## config.mk

```make
export PLATFORM = sky130hd
export DESIGN_NAME = instr_mem_loader_flat
export DESIGN_NICKNAME = d
export VERILOG_FILES = /design/src/rtl/instr_mem_loader_if.sv /design/src/rtl/instr_mem_loader.sv /design/src/flat_wrapper.sv
export SDC_FILE = /design/constraint.sdc
export NUM_CORES = 1
export LEC_CHECK = 0
export CAP_MARGIN = 30
export CORE_ASPECT_RATIO = 2
export CORE_MARGIN = 2
export CORE_UTILIZATION = 50
export CTS_BUF_LIST = sky130_fd_sc_hd__clkbuf_4 sky130_fd_sc_hd__clkbuf_8
export DETAILED_ROUTE_END_ITERATION = 8
export DONT_BUFFER_PORTS = 1
export HOLD_SLACK_MARGIN = 0.06
export PLACE_DENSITY_LB_ADDON = 0.25
export SETUP_SLACK_MARGIN = 0.4
export SLEW_MARGIN = 20
export SYNTH_ARGS = -nofsm -noshare
export SYNTH_HDL_FRONTEND = slang
export SYNTH_SLANG_ARGS = --single-unit
```

## constraint.sdc

```tcl
create_clock -name clk -period 5.1 [get_ports clk]
set_input_delay 0.765 -clock clk [delete_from_list [all_inputs] [get_ports clk]]
set_output_delay 0.765 -clock clk [all_outputs]
set_load 0.01 [all_outputs]
```

## src/rtl/instr_mem_loader_if.sv

```systemverilog
// Instruction-memory write port driven by the serial program loader.
interface instr_mem_loader_if;
    logic        mem_we;
    logic [7:0]  mem_addr;
    logic [15:0] mem_wdata;

    modport master (output mem_we, output mem_addr, output mem_wdata);
    modport slave  (input  mem_we, input  mem_addr, input  mem_wdata);
endinterface

```

## src/rtl/instr_mem_loader.sv

```systemverilog
// Serial program loader: UART 8N1 receiver feeding a framed image writer that
// fills instruction memory and releases the CPU once the checksum matches.
module instr_mem_loader #(
    parameter int unsigned CLKS_PER_BIT   = 868,
    parameter logic [7:0]  SYNC_BYTE      = 8'hA5,
    parameter int unsigned TIMEOUT_CYCLES = 10_000_000
) (
    input  logic                       clk,
    input  logic                       rst,
    input  logic                       uart_rx,
    instr_mem_loader_if.master         mem,
    output logic                       cpu_hold,
    output logic                       load_done,
    output logic                       load_err
);

    localparam int unsigned BIT_CNT_W = $clog2(CLKS_PER_BIT + 1);
    localparam int unsigned TO_CNT_W  = $clog2(TIMEOUT_CYCLES + 1);
    localparam logic [BIT_CNT_W-1:0] HALF_M1 = BIT_CNT_W'(CLKS_PER_BIT / 2 - 1);
    localparam logic [BIT_CNT_W-1:0] FULL_M1 = BIT_CNT_W'(CLKS_PER_BIT - 1);
    localparam logic [TO_CNT_W-1:0]  TO_M1   = TO_CNT_W'(TIMEOUT_CYCLES - 1);

    typedef enum logic [1:0] {RX_IDLE, RX_START, RX_DATA, RX_STOP} rx_state_t;
    typedef enum logic [2:0] {L_IDLE, L_LEN, L_HI, L_LO, L_CHK, L_DONE, L_ERR} ld_state_t;

    // ---------------- receiver ----------------
    logic                 rx_meta, rx_sync, rx_prev;
    rx_state_t            rx_state, rx_state_d;
    logic [BIT_CNT_W-1:0] bit_cnt, bit_cnt_d;
    logic [2:0]           bit_idx, bit_idx_d;
    logic [7:0]           rx_byte, rx_byte_d;
    logic                 rx_valid, rx_valid_d;
    logic                 rx_ferr, rx_ferr_d;

    // Two-flop synchronizer plus previous-sample register for start-edge detection
    always_ff @(posedge clk or negedge rst) begin
        if (!rst) begin
            rx_meta <= 1'b1;
            rx_sync <= 1'b1;
            rx_prev <= 1'b1;
        end else begin
            rx_meta <= uart_rx;
            rx_sync <= rx_meta;
            rx_prev <= rx_sync;
        end
    end

    // Receiver state and datapath registers
    always_ff @(posedge clk or negedge rst) begin
        if (!rst) begin
            rx_state <= RX_IDLE;
            bit_cnt  <= '0;
            bit_idx  <= '0;
            rx_byte  <= '0;
            rx_valid <= 1'b0;
            rx_ferr  <= 1'b0;
        end else begin
            rx_state <= rx_state_d;
            bit_cnt  <= bit_cnt_d;
            bit_idx  <= bit_idx_d;
            rx_byte  <= rx_byte_d;
            rx_valid <= rx_valid_d;
            rx_ferr  <= rx_ferr_d;
        end
    end

    // Receiver next state: centre-sample start, 8 data bits LSB first, then stop
    always_comb begin
        rx_state_d = rx_state;
        bit_cnt_d  = bit_cnt;
        bit_idx_d  = bit_idx;
        rx_byte_d  = rx_byte;
        rx_valid_d = 1'b0;
        rx_ferr_d  = 1'b0;
        case (rx_state)
            RX_IDLE: begin
                if (rx_prev && !rx_sync) begin
                    rx_state_d = RX_START;
                    bit_cnt_d  = '0;
                end
            end
            RX_START: begin
                if (bit_cnt == HALF_M1) begin
                    bit_cnt_d  = '0;
                    bit_idx_d  = '0;
                    // A line already high again at mid-bit was only a glitch
                    rx_state_d = rx_sync ? RX_IDLE : RX_DATA;
                end else begin
                    bit_cnt_d = bit_cnt + 1'b1;
                end
            end
            RX_DATA: begin
                if (bit_cnt == FULL_M1) begin
                    bit_cnt_d = '0;
                    rx_byte_d = {rx_sync, rx_byte[7:1]};
                    if (bit_idx == 3'd7) begin
                        rx_state_d = RX_STOP;
                    end else begin
                        bit_idx_d = bit_idx + 3'd1;
                    end
                end else begin
                    bit_cnt_d = bit_cnt + 1'b1;
                end
            end
            RX_STOP: begin
                if (bit_cnt == FULL_M1) begin
                    bit_cnt_d  = '0;
                    rx_valid_d = rx_sync;
                    rx_ferr_d  = !rx_sync;
                    rx_state_d = RX_IDLE;
                end else begin
                    bit_cnt_d = bit_cnt + 1'b1;
                end
            end
            default: rx_state_d = RX_IDLE;
        endcase
    end

    // ---------------- frame loader ----------------
    ld_state_t           ld_state, ld_state_d;
    logic [8:0]          remaining, remaining_d;
    logic [7:0]          chk, chk_d;
    logic [TO_CNT_W-1:0] idle_cnt, idle_cnt_d;
    logic                we_q, we_d;
    logic [7:0]          addr_q, addr_d;
    logic [15:0]         wdata_q, wdata_d;
    logic                hold_d, done_d, err_d;
    logic                in_frame;

    assign mem.mem_we    = we_q;
    assign mem.mem_addr  = addr_q;
    assign mem.mem_wdata = wdata_q;

    // Loader state and output registers
    always_ff @(posedge clk or negedge rst) begin
        if (!rst) begin
            ld_state  <= L_IDLE;
            remaining <= '0;
            chk       <= '0;
            idle_cnt  <= '0;
            we_q      <= 1'b0;
            addr_q    <= '0;
            wdata_q   <= '0;
            cpu_hold  <= 1'b1;
            load_done <= 1'b0;
            load_err  <= 1'b0;
        end else begin
            ld_state  <= ld_state_d;
            remaining <= remaining_d;
            chk       <= chk_d;
            idle_cnt  <= idle_cnt_d;
            we_q      <= we_d;
            addr_q    <= addr_d;
            wdata_q   <= wdata_d;
            cpu_hold  <= hold_d;
            load_done <= done_d;
            load_err  <= err_d;
        end
    end

    assign in_frame = (ld_state == L_LEN) || (ld_state == L_HI) ||
                      (ld_state == L_LO)  || (ld_state == L_CHK);

    // Loader next state: frame parsing, word writes, checksum, error capture
    always_comb begin
        ld_state_d  = ld_state;
        remaining_d = remaining;
        chk_d       = chk;
        idle_cnt_d  = '0;
        we_d        = 1'b0;
        addr_d      = addr_q;
        wdata_d     = wdata_q;
        hold_d      = cpu_hold;
        done_d      = load_done;
        err_d       = load_err;

        // Address advances the cycle after each write strobe
        if (we_q) begin
            addr_d = addr_q + 8'd1;
        end

        case (ld_state)
            L_IDLE: begin
                if (rx_valid && rx_byte == SYNC_BYTE) begin
                    ld_state_d = L_LEN;
                end
            end
            L_LEN: begin
                if (rx_valid) begin
                    remaining_d = (rx_byte == 8'd0) ? 9'd256 : {1'b0, rx_byte};
                    addr_d      = '0;
                    chk_d       = '0;
                    done_d      = 1'b0;
                    err_d       = 1'b0;
                    hold_d      = 1'b1;
                    ld_state_d  = L_HI;
                end
            end
            L_HI: begin
                if (rx_valid) begin
                    wdata_d[15:8] = rx_byte;
                    chk_d         = chk ^ rx_byte;
                    ld_state_d    = L_LO;
                end
            end
            L_LO: begin
                if (rx_valid) begin
                    wdata_d[7:0] = rx_byte;
                    chk_d        = chk ^ rx_byte;
                    we_d         = 1'b1;
                    remaining_d  = remaining - 9'd1;
                    ld_state_d   = (remaining == 9'd1) ? L_CHK : L_HI;
                end
            end
            L_CHK: begin
                if (rx_valid) begin
                    if (rx_byte == chk) begin
                        ld_state_d = L_DONE;
                        done_d     = 1'b1;
                        hold_d     = 1'b0;
                    end else begin
                        ld_state_d = L_ERR;
                        err_d      = 1'b1;
                        hold_d     = 1'b1;
                    end
                end
            end
            L_DONE, L_ERR: begin
                if (rx_valid && rx_byte == SYNC_BYTE) begin
                    ld_state_d = L_LEN;
                    hold_d     = 1'b1;
                end
            end
            default: ld_state_d = L_IDLE;
        endcase

        // Framing error or inter-byte timeout aborts a frame; a valid byte wins
        if (in_frame && !rx_valid) begin
            idle_cnt_d = idle_cnt + 1'b1;
            if (rx_ferr || idle_cnt == TO_M1) begin
                ld_state_d = L_ERR;
                err_d      = 1'b1;
                done_d     = 1'b0;
                hold_d     = 1'b1;
                idle_cnt_d = '0;
            end
        end
    end

endmodule
```

## src/flat_wrapper.sv

```systemverilog
// flat-port wrapper written by rule: the top's interface ports become plain ports
module instr_mem_loader_flat 
#(
    parameter int unsigned CLKS_PER_BIT   = 868,
    parameter logic [7:0]  SYNC_BYTE      = 8'hA5,
    parameter int unsigned TIMEOUT_CYCLES = 10_000_000
)
  (clk, rst, uart_rx, cpu_hold, load_done, load_err, mem_mem_we, mem_mem_addr, mem_mem_wdata);
  instr_mem_loader_if mem_i ();
  input  logic clk;
  input  logic rst;
  input  logic uart_rx;
  output logic cpu_hold;
  output logic load_done;
  output logic load_err;
  output wire logic [$bits(mem_i.mem_we)-1:0] mem_mem_we;
  output wire logic [$bits(mem_i.mem_addr)-1:0] mem_mem_addr;
  output wire logic [$bits(mem_i.mem_wdata)-1:0] mem_mem_wdata;
  assign mem_mem_we = mem_i.mem_we;
  assign mem_mem_addr = mem_i.mem_addr;
  assign mem_mem_wdata = mem_i.mem_wdata;
  instr_mem_loader #(.CLKS_PER_BIT(CLKS_PER_BIT), .SYNC_BYTE(SYNC_BYTE), .TIMEOUT_CYCLES(TIMEOUT_CYCLES)) u_core (.clk(clk), .rst(rst), .uart_rx(uart_rx), .mem(mem_i), .cpu_hold(cpu_hold), .load_done(load_done), .load_err(load_err));
endmodule
```

==> results.md <==
Pwr:
- The switching component of the power is 0.355 mW.
- The switching fraction of total power is 0.244.
- The design draws 1.45 mW.
- The analysis attributes to cell leakage a power of 2.28 nW.
- The power density over the cells is 262 nW/um^2.
- The peak supply drop is 0.179 mV.
- The share of total power dissipated in sequential elements is 0.590.
- The internal power summed over all cells is approximately 1.1 mW.
- The clock share of power is 0.351.
- The combinational share of power is 0.059.

Route:
- Wires add up to 10600 um.
- The number of detailed-routing iterations run before antenna repair is 4.
- After detailed routing, the average wire length per cell comes to about 16 um.
- The first routing iteration left ~270 violations.
- After detailed routing, the number of remaining DRC violations is 0.
- The detailed-route vias per instance is 6.01.
- The remaining antenna violation count is 0.
- The routed layout has roughly 3900 vias.

Worst setup path:
- The worst setup path is captured at a flop.
- The slowest stage of the critical path is the dfrtp_1 cell.
- The worst register-to-register path has a setup slack of 2.51 ns.
- The launching element type of the critical path is a flop.
- The classification of the worst setup path is flop to flop.
- The delay of the slowest critical-path stage is 0.69 ns.
- The signal on the critical path passes through buf_4 -> nor3_1 -> or3b_2 -> nand2b_1 -> buf_6 -> a211oi_1.
- At the worst endpoint, the required time is 5.38 ns.
- The arrival time reported for the critical path endpoint is around 2.9 ns.
- Along the worst path, the maximum fanout reaches 19.

STA:
- Setup repair after global routing left no endpoint under its margin.
- The hold violation count in the final report is 0.
- The number of pins with negative max-slew slack in the final report was 0.
- The final critical path time including I/O delays and setup is 2.59 ns.
- The fmax is about 390 MHz.
- In this run the tightest slew margin relative to its limit is 0.382.
- Between clock sinks in the finished design, the worst skew comes to between 0.015 and 0.02 ns.
- The number of endpoints failing setup at the final stage is 0.
- The share of the clock period used by the worst path after layout is 0.508.
- At the pin with the least slew margin, the transition time is about 0.92 ns.
- Summed over all failing endpoints, the final setup total negative slack is 0 ns.

Floorplanning:
- The width of the die is 76.5 um.
- For this design the top-level I/O count stands at 31.
- The initial utilization of the core area, before any placement, comes to 0.508.
- The floorplan row count is 53.
- The floorplan core area is 10300 sq um.
- In this run the vertical extent of the chip is ~150 um.
- The die covers 11400 sq um.

Clocking:
- Clock tree synthesis selected as its root buffer the cell clkbuf_8.
- Once the clock tree was built, the setup fixing pass inserted 0 buffers.
- For the worst-skew pair, the clock arrives at the later sink with an insertion delay of approximately 0.37 ns.
- The register clock-pin slew on the reported worst setup and hold paths is 0.10 ns.
- The TritonCTS clock tree is done.
- The post-cts resize count is 0.
- Counting along the longest clock path gives a buffer depth of 2.
- In this run the number of H-tree levels came out at 3.
- Counting the buffers created by CTS gives 9.
- The clock drives 100 sinks.

Synth:
- The cell count after synthesis is roughly 520.
- The async set-or-reset flop fraction in the synthesized netlist is 1.00.
- Synthesis inferred 100 register bits.
- The cell area after technology mapping is 5260 sq um.
- The number of distinct library cells after synthesis is 65.
- Of the post-synthesis cell area, the dominant cell type holds 0.457.
- In this run the mean area of a mapped cell was 10.0 sq um.
- Yosys mapped a number of flops with a built-in enable equal to 0.
- After synthesis, the cell types taking the most area are dfrtp_1 46%, mux2_2 5.1%, o21ai_0 3.1%.
- The most common flop cell mapped by yosys is dfrtp_1.
- Among all cell types in the netlist, the one instantiated most often is dfrtp_1.
- The number of warning messages in the yosys log is 0.
- The share of the Yosys chip area taken by registers is 0.477.
- The synthesized design spends more area on one cell type than any other, namely dfrtp_1.
- Synthesis produced a netlist with a net count of 535.
- By count the netlist is led by 96 x dfrtp_1, 33 x nand2_1, 33 x o21ai_0.

GRT:
- The pin count of the biggest net entering global routing is approximately 100.
- The initial antenna violation count is 0.
- The first global-routing pass estimated ~18000 um of wire.
- The total routing usage reported by global routing is 0.197.
- The number of global-route vias before repair is roughly 3700.
- The total overflow left after global routing is 0.

Outcome:
- The run finished with clean final reports.

Layout:
- The area growth from synthesis to layout is 5.64%.
- The fraction of final layout cells with drive strength greater than 1 is 0.120.
- The share of the core filled with cells in the final layout is 0.537.
- After the last flow step, the layout net total stands at 521.
- Summing all non-filler instances in the final layout gives an area of ~5600 sq um.
- The diode insertion count for antenna repair is 0.
- The finished layout holds 652 standard cells, fillers aside.

Placed design:
- The placed instances occupy a cell area of 5320 sq um.
- The placed instance count is approximately 630.
- After legalization and detailed placement, the total HPWL measured 6860 um.
- The port buffer count is 0.
- The placer congestion estimate is between 0.8 and 0.9.

Min path:
- The path class of the tightest hold or removal check is input port to async pin.

Job:
- Max-cap violations in this run came to 0.
final timing paths:
path                               startpoint                   to  depth (start not counted)
setup / recovery           u_core.ld_state[1]  u_core.idle_cnt[18]                          6
hold / removal                            rst  u_core.remaining[8]                          0
setup reg to reg           u_core.ld_state[1]  u_core.idle_cnt[18]                          6
hold reg to reg                u_core.rx_meta       u_core.rx_sync                          0
max in group asynchronous                 rst  u_core.idle_cnt[16]                          1
min in group clk               u_core.rx_meta       u_core.rx_sync                          0
metrics by stage:
step | setup slack [ns] | hold slack (ns)
floorplan | 2.96 | 0.345
global placement | 2.40 | 0.347
detailed placement | 2.32 | 0.353
CTS | 2.29 | 0.0643
global route | 2.31 | 0.0657
finish | 2.51 | 0.0917
layout make-up:
cell class	instances	area, sq um
well taps	137	171
fillers	947	4790
flip-flops and latches	100	2510
clock inverters	6	62.6
clock buffers	10	138
repair buffers	5	51.3
inverters	17	63.8
multi-input cells	377	2560
layer usage:
metal	routed length (um)	vias to the layer above	GRT usage	part of all wire
met5	0	-	0	0
met4	167	0	0.0764	0.016
met3	489	10	0.0387	0.046
met2	4800	91	0.294	0.45
met1	5140	1897	0.283	0.48
li1	-	1921	-	-
worst max-delay path, delay by kind of cell (launching register included):
family / cells / cell delay [ns]
buffers and inverters: 2 / 0.59
AND/OR/NAND/NOR: 3 / 1.00
flip-flops: 1 / 0.69
AO/OA/AOI/OAI: 1 / 0.22
flip-flops by register name, summed over array words and instances, names as in the netlist, 3 cells and up, named ones only:
signal,cells
u_core.mem.mem_addr,8
u_core.idle_cnt,24
u_core.remaining,9
u_core.ld_state,3
u_core.bit_idx,3
u_core.bit_cnt,10
u_core.rx_byte,8
u_core.mem.mem_wdata,16
u_core.chk,8
kinds of logic (layout without fill, tap and decap cells):
kind of cell,count (synthesis),count (layout),synth area share
AOI/OAI and AO/OA,118,118,0.154
adders and majority gates,8,8,0.0190
buffers and inverters,47,38,0.0362
DFF,100,100,0.477
muxes,26,26,0.0552
xor gates and xnor gates,27,27,0.0450
and+or+nand+nor,198,198,0.213
placed cells by master (no fill, tap or decap), types with 4 or more instances in the layout:
cell type   n
a211oi_1   11
a21oi_1    12
a22o_1      9
a41oi_1     4
and2_1      4
and3_1      4
clkbuf_8   10
dfrtp_1    96
dfstp_2     4
ha_1        8
inv_1      17
mux2_2     24
nand2_1    33
nand2b_1   19
nand3_1    21
nand4_1    15
nor2_1     24
nor2b_1     5
nor3_1     25
nor4_1      8
o211ai_1    6
o21ai_0    33
o22ai_1     6
o31a_1      4
o31ai_1    10
or3_1       4
or4_1      12
xnor2_1    17
xor2_1     10
power by group through the flow:
stage | registers, mW | logic, mW | clock network, mW
floorplan | 0.863 | 0.0677 | 0
global placement | 0.872 | 0.0772 | 0
detailed placement | 0.872 | 0.0798 | 0
CTS | 0.857 | 0.0801 | 0.525
global route | 0.864 | 0.0981 | 0.555
finish | 0.858 | 0.0856 | 0.511
repair_timing:
| action | 4_1_cts | 5_1_grt |
|---|---|---|
| setup endpoints to repair | 0 | 0 |
| endpoints found under the hold margin | 0 | 29 |
| hold buffers | 0 | 1 |
No activity file was read; power rests on OpenSTA's default activity.
